===== src/rtl/cache_pkg.sv =====
// Shared definitions for the data-cache responder.
//   OP_READ / OP_WRITE : request opcode encoding, used on both the CPU
//                        and the backing-memory side
//   state_e            : responder FSM states
//   index_of / tag_of  : split a byte address into line index and tag.
//                        The result is returned at full width so that one
//                        helper serves any ADDR_W / INDEX_W; callers keep
//                        only the low bits they need.
package cache_pkg;

    localparam logic OP_READ  = 1'b0;
    localparam logic OP_WRITE = 1'b1;

    // Widest address the split helpers accept.
    localparam int MAX_ADDR_W = 64;

    typedef enum logic [2:0] {
        ST_IDLE,
        ST_LOOKUP,
        ST_MEM_REQ,
        ST_MEM_WAIT,
        ST_RESP
    } state_e;

    // Line index: the word-address bits just above the byte offset.
    function automatic logic [MAX_ADDR_W-1:0] index_of(
        input logic [MAX_ADDR_W-1:0] addr,
        input int                    index_w
    );
        logic [MAX_ADDR_W-1:0] mask;
        mask = (MAX_ADDR_W'(1) << index_w) - MAX_ADDR_W'(1);
        return (addr >> 2) & mask;
    endfunction

    // Tag: everything above the index field.
    function automatic logic [MAX_ADDR_W-1:0] tag_of(
        input logic [MAX_ADDR_W-1:0] addr,
        input int                    index_w
    );
        return addr >> (index_w + 2);
    endfunction

endpackage


===== src/rtl/dcache_line_store.sv =====
// Direct-mapped line storage: one valid bit, tag and data word per line.
//   clk, reset        : clock; synchronous active-high reset clears all
//                       valid bits (tag and data are left as they are)
//   rd_index          : combinational read port address
//   rd_valid/tag/data : contents of line rd_index
//   we                : write strobe; marks line wr_index valid and stores
//                       wr_tag / wr_data into it
module dcache_line_store
    import cache_pkg::*;
#(
    parameter int INDEX_W = 4,
    parameter int TAG_W   = 26,
    parameter int DATA_W  = 32
) (
    input  logic               clk,
    input  logic               reset,
    input  logic [INDEX_W-1:0] rd_index,
    output logic               rd_valid,
    output logic [TAG_W-1:0]   rd_tag,
    output logic [DATA_W-1:0]  rd_data,
    input  logic               we,
    input  logic [INDEX_W-1:0] wr_index,
    input  logic [TAG_W-1:0]   wr_tag,
    input  logic [DATA_W-1:0]  wr_data
);

    localparam int LINES = 1 << INDEX_W;

    logic [LINES-1:0]  valid_q, valid_d;
    logic [TAG_W-1:0]  tag_q  [LINES];
    logic [TAG_W-1:0]  tag_d  [LINES];
    logic [DATA_W-1:0] data_q [LINES];
    logic [DATA_W-1:0] data_d [LINES];

    always_comb begin
        valid_d = valid_q;
        tag_d   = tag_q;
        data_d  = data_q;
        if (we) begin
            valid_d[wr_index] = 1'b1;
            tag_d[wr_index]   = wr_tag;
            data_d[wr_index]  = wr_data;
        end
    end

    always_ff @(posedge clk) begin
        if (reset) begin
            valid_q <= '0;
        end else begin
            valid_q <= valid_d;
        end
    end

    // Tag and data carry no reset: a line is only trusted once its valid
    // bit has been set by a fill.
    always_ff @(posedge clk) begin
        tag_q  <= tag_d;
        data_q <= data_d;
    end

    assign rd_valid = valid_q[rd_index];
    assign rd_tag   = tag_q[rd_index];
    assign rd_data  = data_q[rd_index];

endmodule


===== src/rtl/dcache_responder.sv =====
// Blocking, direct-mapped, write-through, no-write-allocate cache with
// one-word lines, sitting between one CPU memory port and a backing memory.
//   clk, reset            : clock; synchronous active-high reset
//   req_*                 : CPU request channel (valid/ready), op 0=READ 1=WRITE
//   resp_*                : CPU response channel; resp_data is 0 for writes
//   mem_req_*             : backing-memory request channel (valid/ready)
//   mem_resp_valid/data   : backing-memory response, always accepted
//   hit_count, miss_count : lookup statistics, wrapping modulo 2^32
module dcache_responder
    import cache_pkg::*;
#(
    parameter int ADDR_W  = 32,
    parameter int DATA_W  = 32,
    parameter int INDEX_W = 4
) (
    input  logic              clk,
    input  logic              reset,
    input  logic              req_valid,
    output logic              req_ready,
    input  logic              req_op,
    input  logic [ADDR_W-1:0] req_addr,
    input  logic [DATA_W-1:0] req_wdata,
    output logic              resp_valid,
    input  logic              resp_ready,
    output logic [DATA_W-1:0] resp_data,
    output logic              mem_req_valid,
    input  logic              mem_req_ready,
    output logic              mem_req_op,
    output logic [ADDR_W-1:0] mem_req_addr,
    output logic [DATA_W-1:0] mem_req_wdata,
    input  logic              mem_resp_valid,
    input  logic [DATA_W-1:0] mem_resp_data,
    output logic [31:0]       hit_count,
    output logic [31:0]       miss_count
);

    localparam int TAG_W = ADDR_W - INDEX_W - 2;

    state_e            state_q, state_d;
    logic              op_q, op_d;
    logic [ADDR_W-1:0] addr_q, addr_d;
    logic [DATA_W-1:0] wdata_q, wdata_d;
    logic [DATA_W-1:0] resp_data_q, resp_data_d;
    logic [31:0]       hit_count_q, hit_count_d;
    logic [31:0]       miss_count_q, miss_count_d;

    logic [MAX_ADDR_W-1:0] idx_full, tag_full;
    logic [INDEX_W-1:0]    line_idx;
    logic [TAG_W-1:0]      line_tag;
    logic                  unused_split_bits;

    logic              rd_valid;
    logic [TAG_W-1:0]  rd_tag;
    logic [DATA_W-1:0] rd_data;
    logic              hit;
    logic              line_we;
    logic [DATA_W-1:0] line_wdata;

    // The lookup always works on the held address, so a request that
    // changes on the CPU side after the handshake cannot disturb it.
    always_comb begin
        idx_full = index_of(MAX_ADDR_W'(addr_q), INDEX_W);
        tag_full = tag_of(MAX_ADDR_W'(addr_q), INDEX_W);
        line_idx = idx_full[INDEX_W-1:0];
        line_tag = tag_full[TAG_W-1:0];
    end

    assign unused_split_bits = ^{idx_full[MAX_ADDR_W-1:INDEX_W],
                                 tag_full[MAX_ADDR_W-1:TAG_W]};

    assign hit = rd_valid && (rd_tag == line_tag);

    dcache_line_store #(
        .INDEX_W (INDEX_W),
        .TAG_W   (TAG_W),
        .DATA_W  (DATA_W)
    ) u_lines (
        .clk      (clk),
        .reset    (reset),
        .rd_index (line_idx),
        .rd_valid (rd_valid),
        .rd_tag   (rd_tag),
        .rd_data  (rd_data),
        .we       (line_we),
        .wr_index (line_idx),
        .wr_tag   (line_tag),
        .wr_data  (line_wdata)
    );

    // State register plus the control/status registers that reset.
    always_ff @(posedge clk) begin
        if (reset) begin
            state_q      <= ST_IDLE;
            resp_data_q  <= '0;
            hit_count_q  <= '0;
            miss_count_q <= '0;
        end else begin
            state_q      <= state_d;
            resp_data_q  <= resp_data_d;
            hit_count_q  <= hit_count_d;
            miss_count_q <= miss_count_d;
        end
    end

    // Request holding register: plain data, only loaded on a handshake.
    always_ff @(posedge clk) begin
        op_q    <= op_d;
        addr_q  <= addr_d;
        wdata_q <= wdata_d;
    end

    // Next-state logic.
    always_comb begin
        state_d = state_q;
        case (state_q)
            ST_IDLE:     if (req_valid)      state_d = ST_LOOKUP;
            ST_LOOKUP:   state_d = (op_q == OP_READ && hit) ? ST_RESP : ST_MEM_REQ;
            ST_MEM_REQ:  if (mem_req_ready)  state_d = ST_MEM_WAIT;
            ST_MEM_WAIT: if (mem_resp_valid) state_d = ST_RESP;
            ST_RESP:     if (resp_ready)     state_d = ST_IDLE;
            default:     state_d = ST_IDLE;
        endcase
    end

    // Datapath, counter and line-store updates.
    always_comb begin
        op_d         = op_q;
        addr_d       = addr_q;
        wdata_d      = wdata_q;
        resp_data_d  = resp_data_q;
        hit_count_d  = hit_count_q;
        miss_count_d = miss_count_q;
        line_we      = 1'b0;
        line_wdata   = wdata_q;
        case (state_q)
            ST_IDLE: begin
                if (req_valid) begin
                    op_d    = req_op;
                    addr_d  = req_addr;
                    wdata_d = req_wdata;
                end
            end
            ST_LOOKUP: begin
                if (hit) begin
                    hit_count_d = hit_count_q + 32'd1;
                end else begin
                    miss_count_d = miss_count_q + 32'd1;
                end
                if (op_q == OP_READ && hit) begin
                    resp_data_d = rd_data;
                end
            end
            ST_MEM_WAIT: begin
                if (mem_resp_valid) begin
                    if (op_q == OP_READ) begin
                        resp_data_d = mem_resp_data;
                        line_we     = 1'b1;
                        line_wdata  = mem_resp_data;
                    end else begin
                        // Write hits keep the line coherent with memory;
                        // write misses never allocate.
                        resp_data_d = '0;
                        line_we     = hit;
                        line_wdata  = wdata_q;
                    end
                end
            end
            default: ;
        endcase
        // A backing response landing in the reset cycle must not touch the
        // lines that reset is about to invalidate.
        if (reset) begin
            line_we = 1'b0;
        end
    end

    // Outputs. mem_req_valid is also masked by reset so an in-flight
    // backing request disappears in the reset cycle itself.
    always_comb begin
        req_ready     = (state_q == ST_IDLE);
        resp_valid    = (state_q == ST_RESP);
        resp_data     = resp_data_q;
        mem_req_valid = (state_q == ST_MEM_REQ) && !reset;
        mem_req_op    = 1'b0;
        mem_req_addr  = '0;
        mem_req_wdata = '0;
        if (state_q == ST_MEM_REQ) begin
            mem_req_op    = op_q;
            mem_req_addr  = {addr_q[ADDR_W-1:2], 2'b00};
            mem_req_wdata = wdata_q;
        end
        hit_count  = hit_count_q;
        miss_count = miss_count_q;
    end

endmodule


===== config.mk =====
export PLATFORM = sky130hd
export DESIGN_NAME = dcache_responder
export DESIGN_NICKNAME = d
export VERILOG_FILES = /design/src/rtl/cache_pkg.sv /design/src/rtl/dcache_line_store.sv /design/src/rtl/dcache_responder.sv
export SDC_FILE = /design/constraint.sdc
export NUM_CORES = 1
export LEC_CHECK = 0
export ABC_CLOCK_PERIOD_IN_PS = 25800
export BUFFER_PORTS_ARGS = -buffer_cell sky130_fd_sc_hd__buf_2
export CORE_UTILIZATION = 48
export CTS_BUF_LIST = sky130_fd_sc_hd__clkbuf_4 sky130_fd_sc_hd__clkbuf_8
export DETAILED_ROUTE_END_ITERATION = 10
export PLACE_DENSITY = 0.62
export SYNTH_ARGS = -nofsm -noshare
export SYNTH_HDL_FRONTEND = slang
export SYNTH_SLANG_ARGS = --single-unit

===== constraint.sdc =====
create_clock -name clk -period 25.8 [get_ports clk]
set_input_delay 1.29 -clock clk [delete_from_list [all_inputs] [get_ports clk]]
set_output_delay 1.29 -clock clk [all_outputs]
set_load 0.02 [all_outputs]

### Word-level counts from Yosys, hierarchy flattened

Cells that the tools add are included.

* logic and storage cells: 109
* bits of input ports: 103
* bits in read-only memories: 0
* register bits: 1108
* RAM bits: 0
* output and inout bits: 164
* latch bits: 0
* memories: 0

* divide/modulo/power cells: 0
* bitwise operators: 4
* reduce and logical (&&, ||, !) cells: 13
* equal/unequal tests: 10
* shifts and indexed selects: 0
* order comparisons: 4
* mux-type cells: 36
* add/sub/neg operators: 2
* multiply operators: 0

Operators with widths (number)
* bitwise mux 512 bit: 1
* bitwise mux 416 bit: 1
* 2-to-1 mux 32 bit: 11
* binary-select mux 32 bit (select 4 bit): 1
* demux 32 bit (select 4 bit): 1
* binary-select mux 26 bit (select 4 bit): 1
* demux 26 bit (select 4 bit): 1
* 2-to-1 mux 26 bit: 3
* adder 32 x 1 -> 32 bit (second input constant): 2
* one-hot mux 32 bit (2 select lines): 1
* == test 26 bit: 1
* OR 16 bit: 1
* 2-to-1 mux 3 bit: 5
* one-hot mux 3 bit (5 select lines): 1
* != test 2 bit (second input constant): 4
* 2-to-1 mux 1 bit: 7
* == test 3 x 2 -> 1 bit (second input constant): 2
* AND reduction 2 bit: 3
* greater-or-equal comparator 5 bit (second input constant): 1
* logical AND 1 bit: 5
* less-than comparator 4 x 5 -> 1 bit (second input constant): 1
* less-than comparator 5 x 1 -> 1 bit (second input constant): 1
* inverter 4 -> 5 bit: 1
* binary-select mux 1 bit (select 4 bit): 1
* other kinds (11): 12

### Depth between registers and ports, before layout

* depth in word-level cells: 10
* gate-level depth with buffers: 16
* mapped depth without buffers: 9

### Cells and area by module

Synthesis repeated with hierarchy kept, for this count alone.

* cells, all modules: 2339
* area, all modules: 43379.1 sq um

Modules (own cells, without submodules)
* dcache_line_store: seq. area each 28187.0 sq um, times used 1, area an instance 35322.6 sq um, cells an instance 1506
* dcache_responder: seq. area each 3873.7 sq um, times used 1, area an instance 8056.5 sq um, cells an instance 833

### Worst setup path after synthesis

OpenSTA, ideal clock, no wires.

* kind: register -> register
* from: register addr_q[2]
* to: register u_lines.data_q[128] (netlist name) (enable)
* setup time: 617 ps
* required time: 25183 ps
* slack: 16591 ps
* data arrival time: 8591 ps
* clock period less this slack: 9209 ps
* stages on the path, launching flop included: 14
* path buffers: 5
* path through: edfxtp_1 buf_4 buf_4 buf_4 mux4_2 mux2i_1 xor2_1 nor2_1 a2111oi_0 nand4_2 buf_2 o21a_1 buf_2 nor4_1

* longest elaborated chain between the ends: 10
* elaborated cells on any way between the ends: 12

RTL lines
* from (decl): RTL line dcache_responder.sv:41 `logic [ADDR_W-1:0] addr_q, addr_d;`
* from (signal assigned): RTL line dcache_responder.sv:108 `addr_q <= addr_d;`
* inverter 4 -> 5 bit (not written as such): RTL line dcache_line_store.sv:62 `assign rd_tag = tag_q[rd_index];`
* binary-select mux 26 bit (select 4 bit): RTL line dcache_line_store.sv:62
* 2-to-1 mux 26 bit (not written as such) (2 in series): RTL line dcache_line_store.sv:62
* == test 26 bit: RTL line dcache_responder.sv:71 `assign hit = rd_valid && (rd_tag == line_tag);`
* logical AND 1 bit *: RTL line dcache_responder.sv:71
* 2-to-1 mux 1 bit *: RTL line dcache_responder.sv:155 `if (op_q == OP_READ) begin`
* 2-to-1 mux 1 bit *: RTL line dcache_responder.sv:154 `if (mem_resp_valid) begin`
* 2-to-1 mux 1 bit *: RTL line dcache_responder.sv:135 `case (state_q)`
* 2-to-1 mux 1 bit *: RTL line dcache_responder.sv:172 `if (reset) begin`
* to (signal assigned): RTL line dcache_line_store.sv:58 `data_q <= data_d;`
* to (decl): RTL line dcache_line_store.sv:32 `logic [DATA_W-1:0] data_q [LINES];`

Every way passes the cells marked *; elsewhere a longest branch is shown, timed or not. The select of a mux whose other input is x is not followed.
A chain may end at the register's enable or synchronous reset.

### Worst setup path in the final report

* from: register addr_q[2]
* to: register u_lines.data_q[272] (netlist name) (enable)

Same word-level chain as after synthesis.

==> metrics.txt <==
FF-to-FF path depth=14; final non-filler cell area=50500 µm²; final hold violation count=0; sequential element share of the synthesized area=0.728; first-pass GRT wire length=around 160 mm; Worst Max-Slew Pin Slew=roughly 1200 ps; switching part of the total=0.226; slew margin rel.=0.177; Area growth syn-to-layout=14.6%; starting density of the core=0.487; root buffer cell=clkbuf_8; yosys warns=0; Setup Skew=~49 ps; Clk pwr share=0.408; Rows=between 100 and 150; DR iter-0 viols=between 2000 and 3000; Seq cells post-synth=between 1000 and 1500; most used cell, CP=buf_4; P_int=approximately 2900 µW; WS Path Type=flip-flop to flip-flop; MaxCap Viol Count=0; Overflow after GRT=0; Pre-Repair DR Iteration Count=6; ys flop type=edfxtp_1; Synth area leader=edfxtp_1; top cells by area, synth=edfxtp_1 (68%), mux4_2 (13%), dfxtp_1 (5.2%), mux2i_1 (1.5%), mux2_2 (1.2%); final setup violation count=0; worst hold endpoint=u_lines.valid_q[6]$_SDFFE_PP0P_; CP endpoint kind=flip-flop; FF-to-FF End=u_lines.data_q[272]$_DFFE_PP_; TritonCTS Buffers=between 150 and 200; slowest CP cell=nor2_4; synthesized area per cell=~19 µm²; f_max=0.120 GHz; average wire per standard cell=approximately 26 µm; number of global-route vias before repair=around 25000; hold_sp=u_lines.valid_q[6]$_SDFFE_PP0P_; GP Congestion=between 0.7 and 0.8; status=completed; Min-Delay Path Class=flip-flop to flip-flop; Critical Path, Cell by Cell=buf_4 -> buf_4 -> buf_4 -> nand2_1 -> o22ai_1 -> nor4_1 -> nand3b_1 -> a2111oi_2 -> nand4_2 -> buf_4 -> o21ai_1 -> nand4_1 -> nor2_4 -> buf_4; total I/O pin count=267; CTS tree=built; Die H=around 300 µm; # clock sinks=1106; Remaining DRCs=0; Final Max Tran Viols=0; Worst path max stage delay=about 930 ps; Tmin final=roughly 8300 ps; DP Area=~47000 µm²; clock buffer depth=3; CP Launch Type=flip-flop; GRT Total Usage=0.230; final net count=~2800; layout cells sized above 1=0.343; critical path peak fanout=46; R2R Path Start=addr_q[2]$_DFFE_PP_; Post-synth EDFFs=991; synthesized area=44000 µm²; Power Density=roughly 75 nW/µm²; initial antenna violation count=7; setup TNS=0 ps; r2r setup slk=about 17000 ps; Sw Pwr=~850 µW; DIE WIDTH=~300 µm; Antenna Violating Nets Remaining=0; RSZ-0062 raised after global routing=false; via count=approximately 24000; fin crit share=0.323; top-area cell type share of the netlist area=0.676; Synth cell types=approximately 70; CP arrival=8780 ps; clk slew on worst S/H paths=about 50 ps; final wirelength=approximately 110 mm; hold path cells=2; post-CTS sizing=0; sequential share of power=0.530; # Post-CTS Setup Buffers=0; Max IR drop VDD=between 0.00005 and 0.00006 V; leak pwr=between 0.015 and 0.02 µW; IO Port Bufs=262; Post-Synthesis Cells=approximately 2300; DP Wirelength=~57 mm; asr flop ratio synth=0; pin count of the biggest net entering global routing=148; critical path required time=around 26000 ps; via density per instance=5.93; Max H-tree Level=4; CORE AREA=about 90000 µm²; later-pin clock latency in the skew report=860 ps; power share of the combinational group=0.063; Hold-fix buffers, CTS=0; full die area=roughly 93000 µm²
[flip-flops by register name (all words and copies together) (netlist names)]
register,count
addr_q,30
state_q,3
resp_data,32
u_lines.valid_q,16
wdata_q,32
miss_count,32
u_lines.data_q,512
u_lines.tag_q,416
hit_count,32
op_q,1
[placed cells by master (no fill, tap or decap), types with 27 or more instances in the layout]
cell type    n
mux4_2     247
a21oi_1     82
mux2i_1     65
dfxtp_1    115
clkinv_1    28
xnor2_1     31
buf_2      261
nor3_1      38
nor3b_1     36
clkbuf_4    80
buf_4       64
a211oi_1    34
inv_1       46
and2_1      69
nand2_1     39
nor2_1      43
edfxtp_1   991
mux2_2      48
clkbuf_8   195
o22ai_1     27
[logic make-up after synthesis]
kind of cell | after synthesis | synth area share
compound gates | 250 | 0.0379
xor+xnor | 45 | 0.00895
other cells | 1 | 0.0000852
buf+inv | 194 | 0.0199
fa+ha+maj | 2 | 0.000568
flops | 1106 | 0.728
mux | 361 | 0.154
simple gates | 379 | 0.0508
[stage by stage]
stage	hold WS (ps)	total power (µW)	instances	utilization	setup slack [ps]
after floorplan	449	2190	2339	-	16590
after global placement	458	2260	3696	0.517	17430
after detailed placement	464	2270	3696	0.517	17390
after CTS	472	3800	4029	0.558	17350
after global routing	501	3890	4030	0.558	16830
final	478	3760	4031	0.558	17470
[worst max path at each step]
stage | start | endpoint | slack (ps) | cells after the start
3_5_place_dp | addr_q[2]$_DFFE_PP_ | u_lines.tag_q[210]$_DFFE_PP_ | 17390 | 14
5_1_grt | addr_q[2]$_DFFE_PP_ | u_lines.data_q[277]$_DFFE_PP_ | 16830 | 14
3_3_place_gp | addr_q[2]$_DFFE_PP_ | u_lines.tag_q[210]$_DFFE_PP_ | 17430 | 14
2_1_floorplan | addr_q[2]$_DFFE_PP_ | u_lines.data_q[128]$_DFFE_PP_ | 16590 | 13
6_report | addr_q[2]$_DFFE_PP_ | u_lines.data_q[272]$_DFFE_PP_ | 17470 | 14
4_1_cts | addr_q[2]$_DFFE_PP_ | u_lines.data_q[276]$_DFFE_PP_ | 17350 | 14
[power by group through the flow]
stage | combinational, µW | clock [µW] | sequential [µW]
finish | 237 | 1530 | 1990
global route | 254 | 1650 | 1990
CTS | 240 | 1570 | 1990
detailed placement | 239 | 0 | 2030
global placement | 235 | 0 | 2030
floorplan | 162 | 0 | 2020
[layout make-up]
type	instances	area [µm²]
Antenna cell	2	5.00
Clock buffer	275	3280
Clock inverter	58	415
Fill cell	6942	40000
Inverter	49	185
Multi-Input combinational cell	1039	11200
Sequential cell	1106	32100
Tap cell	1176	1470
Timing Repair Buffer	326	1810
[per-layer routing]
metal,vias to the layer above,GRT usage,share of wire
met5,-,0,0.000095
met4,2,0.0641,0.017
met3,152,0.0421,0.070
met2,950,0.374,0.49
met1,12500,0.319,0.42
li1,10300,-,-
[cell usage after synthesis, types with 20 or more instances]
cell      count
a211oi_1     34
a21oi_1      82
and2_1       70
buf_1        22
buf_2        34
buf_4        22
clkbuf_1     64
dfxtp_1     115
edfxtp_1    991
inv_1        46
mux2_2       48
mux2i_1      65
mux4_2      247
nand2_1      39
nand3_1      24
nand4_1      21
nor2_1       48
nor3_1       38
nor3b_1      37
nor4_1       20
o22ai_1      27
xnor2_1      31
[worst max-delay path: cells and delay by family (launching register included)]
kind,cells,cell delay [ps]
AO/OA/AOI/OAI,3,1080
buffers and inverters,5,3500
flip-flops,1,690
AND/OR/NAND/NOR,6,2410
No activity file was read; power rests on OpenSTA's default activity.
